$ cat config.mk
export PLATFORM = sky130hd
export DESIGN_NAME = dmem_arbiter
export DESIGN_NICKNAME = d
export VERILOG_FILES = /design/src/rtl/dmem_arbiter.sv
export SDC_FILE = /design/constraint.sdc
export NUM_CORES = 1
export LEC_CHECK = 0
export ABC_AREA = 1
export BUFFER_PORTS_ARGS = -buffer_cell sky130_fd_sc_hd__buf_2
export CAP_MARGIN = 40
export CORE_MARGIN = 2
export CORE_UTILIZATION = 25
export CTS_BUF_LIST = sky130_fd_sc_hd__clkbuf_4
export CTS_CLUSTER_DIAMETER = 150
export DETAILED_ROUTE_END_ITERATION = 6
export HOLD_SLACK_MARGIN = 0.08
export MAX_ROUTING_LAYER = met4
export PLACE_DENSITY_LB_ADDON = 0.08
export SYNTH_ARGS = -nofsm -noshare
export SYNTH_HDL_FRONTEND = slang
export SYNTH_SLANG_ARGS = --single-unit
$ cat constraint.sdc
create_clock -name clk -period 10.23 [get_ports clk]
set_input_delay 0.5115 -clock clk [delete_from_list [all_inputs] [get_ports clk]]
set_output_delay 0.5115 -clock clk [all_outputs]
set_load 0.02 [all_outputs]
$ cat src/rtl/dmem_arbiter.sv
// Round-robin arbiter and access sequencer that shares the single-port data memory
// between the pipeline (P) and the DMA/debug (D) requesters.
//
// state | meaning
// IDLE  | arbitrate; latch winner's request and drive the memory port for SERVE
// SERVE | memory access cycle (suppressed on address error)
// RDATA | memory read data valid; capture into owner's rdata
// DONE  | owner's ack/err pulse
module dmem_arbiter #(
   parameter int DATA_W = 32,
   parameter int ADDR_W = 10
) (
   input  logic              clk,
   input  logic              reset,
   input  logic              p_req,
   input  logic              p_we,
   input  logic [31:0]       p_addr,
   input  logic [DATA_W-1:0] p_wdata,
   output logic [DATA_W-1:0] p_rdata,
   output logic              p_ack,
   output logic              p_err,
   output logic              p_stall,
   input  logic              d_req,
   input  logic              d_we,
   input  logic [31:0]       d_addr,
   input  logic [DATA_W-1:0] d_wdata,
   output logic [DATA_W-1:0] d_rdata,
   output logic              d_ack,
   output logic              d_err,
   output logic              mem_en,
   output logic              mem_we,
   output logic [ADDR_W-1:0] mem_addr,
   output logic [DATA_W-1:0] mem_wdata,
   input  logic [DATA_W-1:0] mem_rdata
);

   typedef enum logic [1:0] {IDLE, SERVE, RDATA, DONE} state_t;

   state_t              state;
   logic                last_d;
   logic                own_d;
   logic                lat_we;
   logic                lat_err;

   logic                grant_d;
   logic                sel_we;
   logic                sel_err;
   logic [31:0]         sel_addr;
   logic [DATA_W-1:0]   sel_wdata;
   logic [ADDR_W-1:0]   sel_idx;

   // On a tie the requester that did not win last time is served.
   always_comb begin
      grant_d   = d_req & (~p_req | ~last_d);
      sel_we    = grant_d ? d_we    : p_we;
      sel_addr  = grant_d ? d_addr  : p_addr;
      sel_wdata = grant_d ? d_wdata : p_wdata;
      sel_err   = (sel_addr[1:0] != 2'b00) || (sel_addr[31:ADDR_W+2] != '0);
      sel_idx   = sel_addr[ADDR_W+1:2];
   end

   assign p_stall = p_req & ~p_ack;

   always_ff @(posedge clk or posedge reset) begin
      if (reset) begin
         state     <= IDLE;
         last_d    <= 1'b1;
         own_d     <= 1'b0;
         lat_we    <= 1'b0;
         lat_err   <= 1'b0;
         p_rdata   <= '0;
         d_rdata   <= '0;
         p_ack     <= 1'b0;
         d_ack     <= 1'b0;
         p_err     <= 1'b0;
         d_err     <= 1'b0;
         mem_en    <= 1'b0;
         mem_we    <= 1'b0;
         mem_addr  <= '0;
         mem_wdata <= '0;
      end else begin
         p_ack <= 1'b0;
         d_ack <= 1'b0;
         p_err <= 1'b0;
         d_err <= 1'b0;
         case (state)
            IDLE: begin
               if (p_req || d_req) begin
                  own_d   <= grant_d;
                  last_d  <= grant_d;
                  lat_we  <= sel_we;
                  lat_err <= sel_err;
                  // Memory port is registered here so it is live exactly in SERVE.
                  if (!sel_err) begin
                     mem_en    <= 1'b1;
                     mem_we    <= sel_we;
                     mem_addr  <= sel_idx;
                     mem_wdata <= sel_wdata;
                  end
                  state <= SERVE;
               end
            end
            SERVE: begin
               mem_en    <= 1'b0;
               mem_we    <= 1'b0;
               mem_addr  <= '0;
               mem_wdata <= '0;
               if (lat_err || lat_we) begin
                  if (own_d) begin
                     d_ack   <= 1'b1;
                     d_err   <= lat_err;
                     d_rdata <= '0;
                  end else begin
                     p_ack   <= 1'b1;
                     p_err   <= lat_err;
                     p_rdata <= '0;
                  end
                  state <= DONE;
               end else begin
                  state <= RDATA;
               end
            end
            RDATA: begin
               if (own_d) begin
                  d_ack   <= 1'b1;
                  d_rdata <= mem_rdata;
               end else begin
                  p_ack   <= 1'b1;
                  p_rdata <= mem_rdata;
               end
               state <= DONE;
            end
            DONE: begin
               state <= IDLE;
            end
            default: begin
               state <= IDLE;
            end
         endcase
      end
   end

endmodule

==> flow_metrics.py <==
metrics = {
    "run_status": {
        "result_of_the_run": "complete, no violations",
    },
    "critical_path": {
        "peak_fanout_along_the_critical_path": 45,
        "worst_setup_path_start_kind": "flop",
        "cp_data_required_time_ps": 10620,
        "critical_path.cell_chain": "nand2_1, nand2_4, inv_2, nor2_2, nand3_2, nand2_4, nand2_4, nand3_1, nand2_1",
        "rr_endpoint": "mem_addr[3]",
        "launch_point_of_the_worst_reg_to_reg_path": "last_d",
        "critical_path.most_common_cell": "sky130_fd_sc_hd__nand2_4",
        "type_of_the_worst_setup_path": "reg -> reg",
        "data_arrival_time_of_the_critical_path_ps": 3340,
        "cp-end-kind": "flop",
        "startpoint": "last_d",
        "timing.critical_path.buf_inv": 1,
        "timing.critical_path.slowest_stage_cell": "sky130_fd_sc_hd__dfstp_2",
        "r2r.worst_path.cells": 9,
        "critical_path.max_stage_delay_ps": 550,
        "critical_path.top_delay_family": "simple AND/OR/NAND/NOR gates",
        "timing.reg2reg.setup_slack_ps": 7280,
    },
    "die": {
        "die_w_um": 151,
        "floorplan.core_area_sq_um": 21200,
        "dieHeight_um": 151,
        "top_level_ports": 279,
        "die_area_sq_um": 22900,
        "initial_core_util_pct": 25.7,
        "rows": 53,
    },
    "pwr": {
        "share_seq_of_total_power_pct": 36.8,
        "power_density_nw_per_um2": 227,
        "cellLeakagePower_nw": 4.24,
        "ir_worst_vdd_uv": 106,
        "total_switching_power_uw": 741,
        "power.share.clock_pct": 21.8,
        "logic_pwr_share_pct": 41.4,
        "power_switching_share_pct": 44.2,
        "internal_power_uw": 935,
        "power_mw": 1.68,
    },
    "timing": {
        "hold_slack_ps": 266,
        "timing.setup.tns_ps": 0,
        "timing.max_slew.rel_slack_pct": 51.3,
        "post-route-period-util_pct": 28.8,
        "setup-violations-final": 0,
        "worst_pin_slew_ps": 730,
        "final_max_slew_viol_count": 0,
        "rsz_0062_raised_after_global_routing": "no",
        "final_period_minus_worst_setup_slack_ps": 2950,
        "highest_clock_rate_mhz": 339,
        "hold_violations": 0,
        "clock_skew_ps": 25.1,
    },
    "final_layout": {
        "final_layout_size_suffix_gt1_share_pct": 34.7,
        "post-route-cell-area_sq_um": 7370,
        "final_net_count": 1101,
        "layout-area-overhead-vs-synth_pct": 35.7,
        "layout.cells.non_filler": 1220,
        "filler_cell_count": 2314,
    },
    "global_route": {
        "grt_pass1_vias": 5240,
        "grt_use_total_pct": 15.8,
        "grt_antenna_before_repair": 1,
        "grt_first_pass_wirelength_um": 27100,
        "maximum_number_of_pins_on_one_net_before_global_route_repair": 65,
        "globalRouteOverflowTotal": 0,
    },
    "routing": {
        "routedWlPerCell_um": 14.3,
        "ant_nets": 0,
        "detail_route.drc_violations": 0,
        "vias_per_cell": 4.38,
        "drtIter0Drc": 199,
        "detailedRoute.firstPassIterationCount": 4,
        "wl_um": 17500,
        "detailroute.via_count": 5342,
    },
    "logic_synthesis": {
        "synth_cell_type_count": 23,
        "ys_ff_latch": 118,
        "synthesis.area_per_instance_sq_um": 8.09,
        "yosys-top-cells-count": "283 x sky130_fd_sc_hd__nand2_1, 117 x sky130_fd_sc_hd__dfrtp_1, 71 x sky130_fd_sc_hd__o21ai_0",
        "mappedNetlistNets": 841,
        "synth_enable_flop_cells": 0,
        "leading_cell_type_by_number_of_instances_after_synthesis": "sky130_fd_sc_hd__nand2_1",
        "yosys-top-cells-area": "sky130_fd_sc_hd__dfrtp_1 54%, sky130_fd_sc_hd__nand2_1 20%, sky130_fd_sc_hd__o21ai_0 6.5%",
        "syn_area_sq_um": 5430,
        "synth.yosys.seq_area_share_pct": 54.4,
        "syn_inst": 671,
        "yosysWarningCount": 0,
        "synth.top_cell.area_share_pct": 53.9,
        "most_area_hungry_cell_type_in_the_yosys_netlist": "sky130_fd_sc_hd__dfrtp_1",
        "synth-main-ff-cell": "sky130_fd_sc_hd__dfrtp_1",
        "postSynth.asyncResetShare_pct": 100,
    },
    "worst_hold_path": {
        "hold_path_startpoint": "mem_rdata[2]",
        "hold_path.class": "in -> reg",
        "hold_path_depth": 3,
        "timing.hold.worst_endpoint": "p_rdata[2]",
    },
    "place": {
        "post-place-cells": 1186,
        "place_area_sq_um": 7060,
        "place.detailed.hpwl_um": 12200,
        "routabilityCongestion": 0.730,
        "port-buffer-count": 278,
    },
    "clock_network": {
        "hold_buffers": 1,
        "worst_skew_pair.late_latency_ps": 520,
        "cts_htree_levels": 4,
        "root_driver": "sky130_fd_sc_hd__clkbuf_4",
        "post-cts-setup-buffer-count": 0,
        "clkSinkCount": 118,
        "cts_resized": 0,
        "deepest_clock_path_buffer_count": 2,
        "worst_setup_hold_path_clk_slew_ps": 120,
        "tritoncts": "built",
        "cts_buffers": 17,
    },
    "run": {
        "maxCapViolCount": 0,
    },
}
[through the flow]
stage / setup WS, ps / utilization [%]
floorplan: 6590 / -
global placement: 7150 / 33.0
detailed placement: 7110 / 33.4
CTS: 7190 / 34.8
global route: 6960 / 34.8
finish: 7280 / 34.8
[worst max-delay path by stage]
stage / to / depth (start not counted)
floorplan: d_ack / 1
finish: mem_addr[3] / 9
detailed placement: mem_wdata[7] / 10
CTS: mem_addr[3] / 9
global placement: mem_wdata[1] / 10
global route: mem_we / 9
[metal layers]
layer | part of all wire [%] | track usage, %
met1 | 46 | 20.3
met4 | 1.1 | 4.39
met5 | 0 | -
met3 | 8.4 | 5.00
met2 | 44 | 23.9
[cells by family (layout without fill, tap and decap cells)]
family	Yosys count	count (layout)	share of synthesized area (%)
adders and majority gates	4	4	0.921
buffers and inverters	59	332	5.11
AOI/OAI and AO/OA	75	75	7.07
other	0	1	0
and+or+nand+nor	415	415	32.5
DFF	118	118	54.4
[power by group through the flow]
stage	registers, mW	logic, mW	clock network (mW)
6_report	0.617	0.694	0.365
5_1_grt	0.631	0.780	0.408
4_1_cts	0.618	0.710	0.384
3_5_place_dp	0.627	0.707	0
3_3_place_gp	0.626	0.688	0
2_1_floorplan	0.740	0.329	0
[registers in the layout, indices dropped and copies added (netlist names)]
| signal | flops |
|---|---|
| mem_addr | 10 |
| d_err | 1 |
| p_rdata | 32 |
| last_d | 1 |
| own_d | 1 |
| d_rdata | 32 |
| state | 2 |
| d_ack | 1 |
| p_ack | 1 |
| lat_we | 1 |
| mem_we | 1 |
| mem_wdata | 32 |
| lat_err | 1 |
| mem_en | 1 |
| p_err | 1 |
[layout make-up]
| cell class | instances | area (sq um) | share of cell area [%] |
|---|---|---|---|
| well taps | 275 | 344 | 4.67 |
| repair buffers | 287 | 1510 | 20.4 |
| multi-input cells | 494 | 2210 | 30.0 |
| diodes | 1 | 2.50 | 0.0339 |
| inverters | 13 | 51.3 | 0.696 |
| flip-flops and latches | 118 | 2950 | 40.1 |
| clock inverters | 15 | 176 | 2.39 |
| clock buffers | 17 | 128 | 1.73 |
[tightest hold or removal path, cell delays in order]
cell and delay [ps]:
sky130_fd_sc_hd__buf_2 90, sky130_fd_sc_hd__nand2_1 70, sky130_fd_sc_hd__o21ai_0 80
[layout by cell type, fill, tap and decap left out, types with 2 or more instances in the layout]
cell	count
sky130_fd_sc_hd__nand3_1	48
sky130_fd_sc_hd__clkinvlp_4	4
sky130_fd_sc_hd__buf_2	278
sky130_fd_sc_hd__buf_12	2
sky130_fd_sc_hd__nor3_1	3
sky130_fd_sc_hd__o21ai_0	71
sky130_fd_sc_hd__nand2_1	282
sky130_fd_sc_hd__nand2_2	3
sky130_fd_sc_hd__ha_1	4
sky130_fd_sc_hd__clkinv_1	2
sky130_fd_sc_hd__inv_1	11
sky130_fd_sc_hd__nor2_1	31
sky130_fd_sc_hd__nand4_1	43
sky130_fd_sc_hd__nand2_4	3
sky130_fd_sc_hd__bufinv_16	3
sky130_fd_sc_hd__inv_6	4
sky130_fd_sc_hd__clkbuf_4	17
sky130_fd_sc_hd__dfrtp_1	117
sky130_fd_sc_hd__buf_4	5
Note: power is estimated with default switching activity, not from simulation.
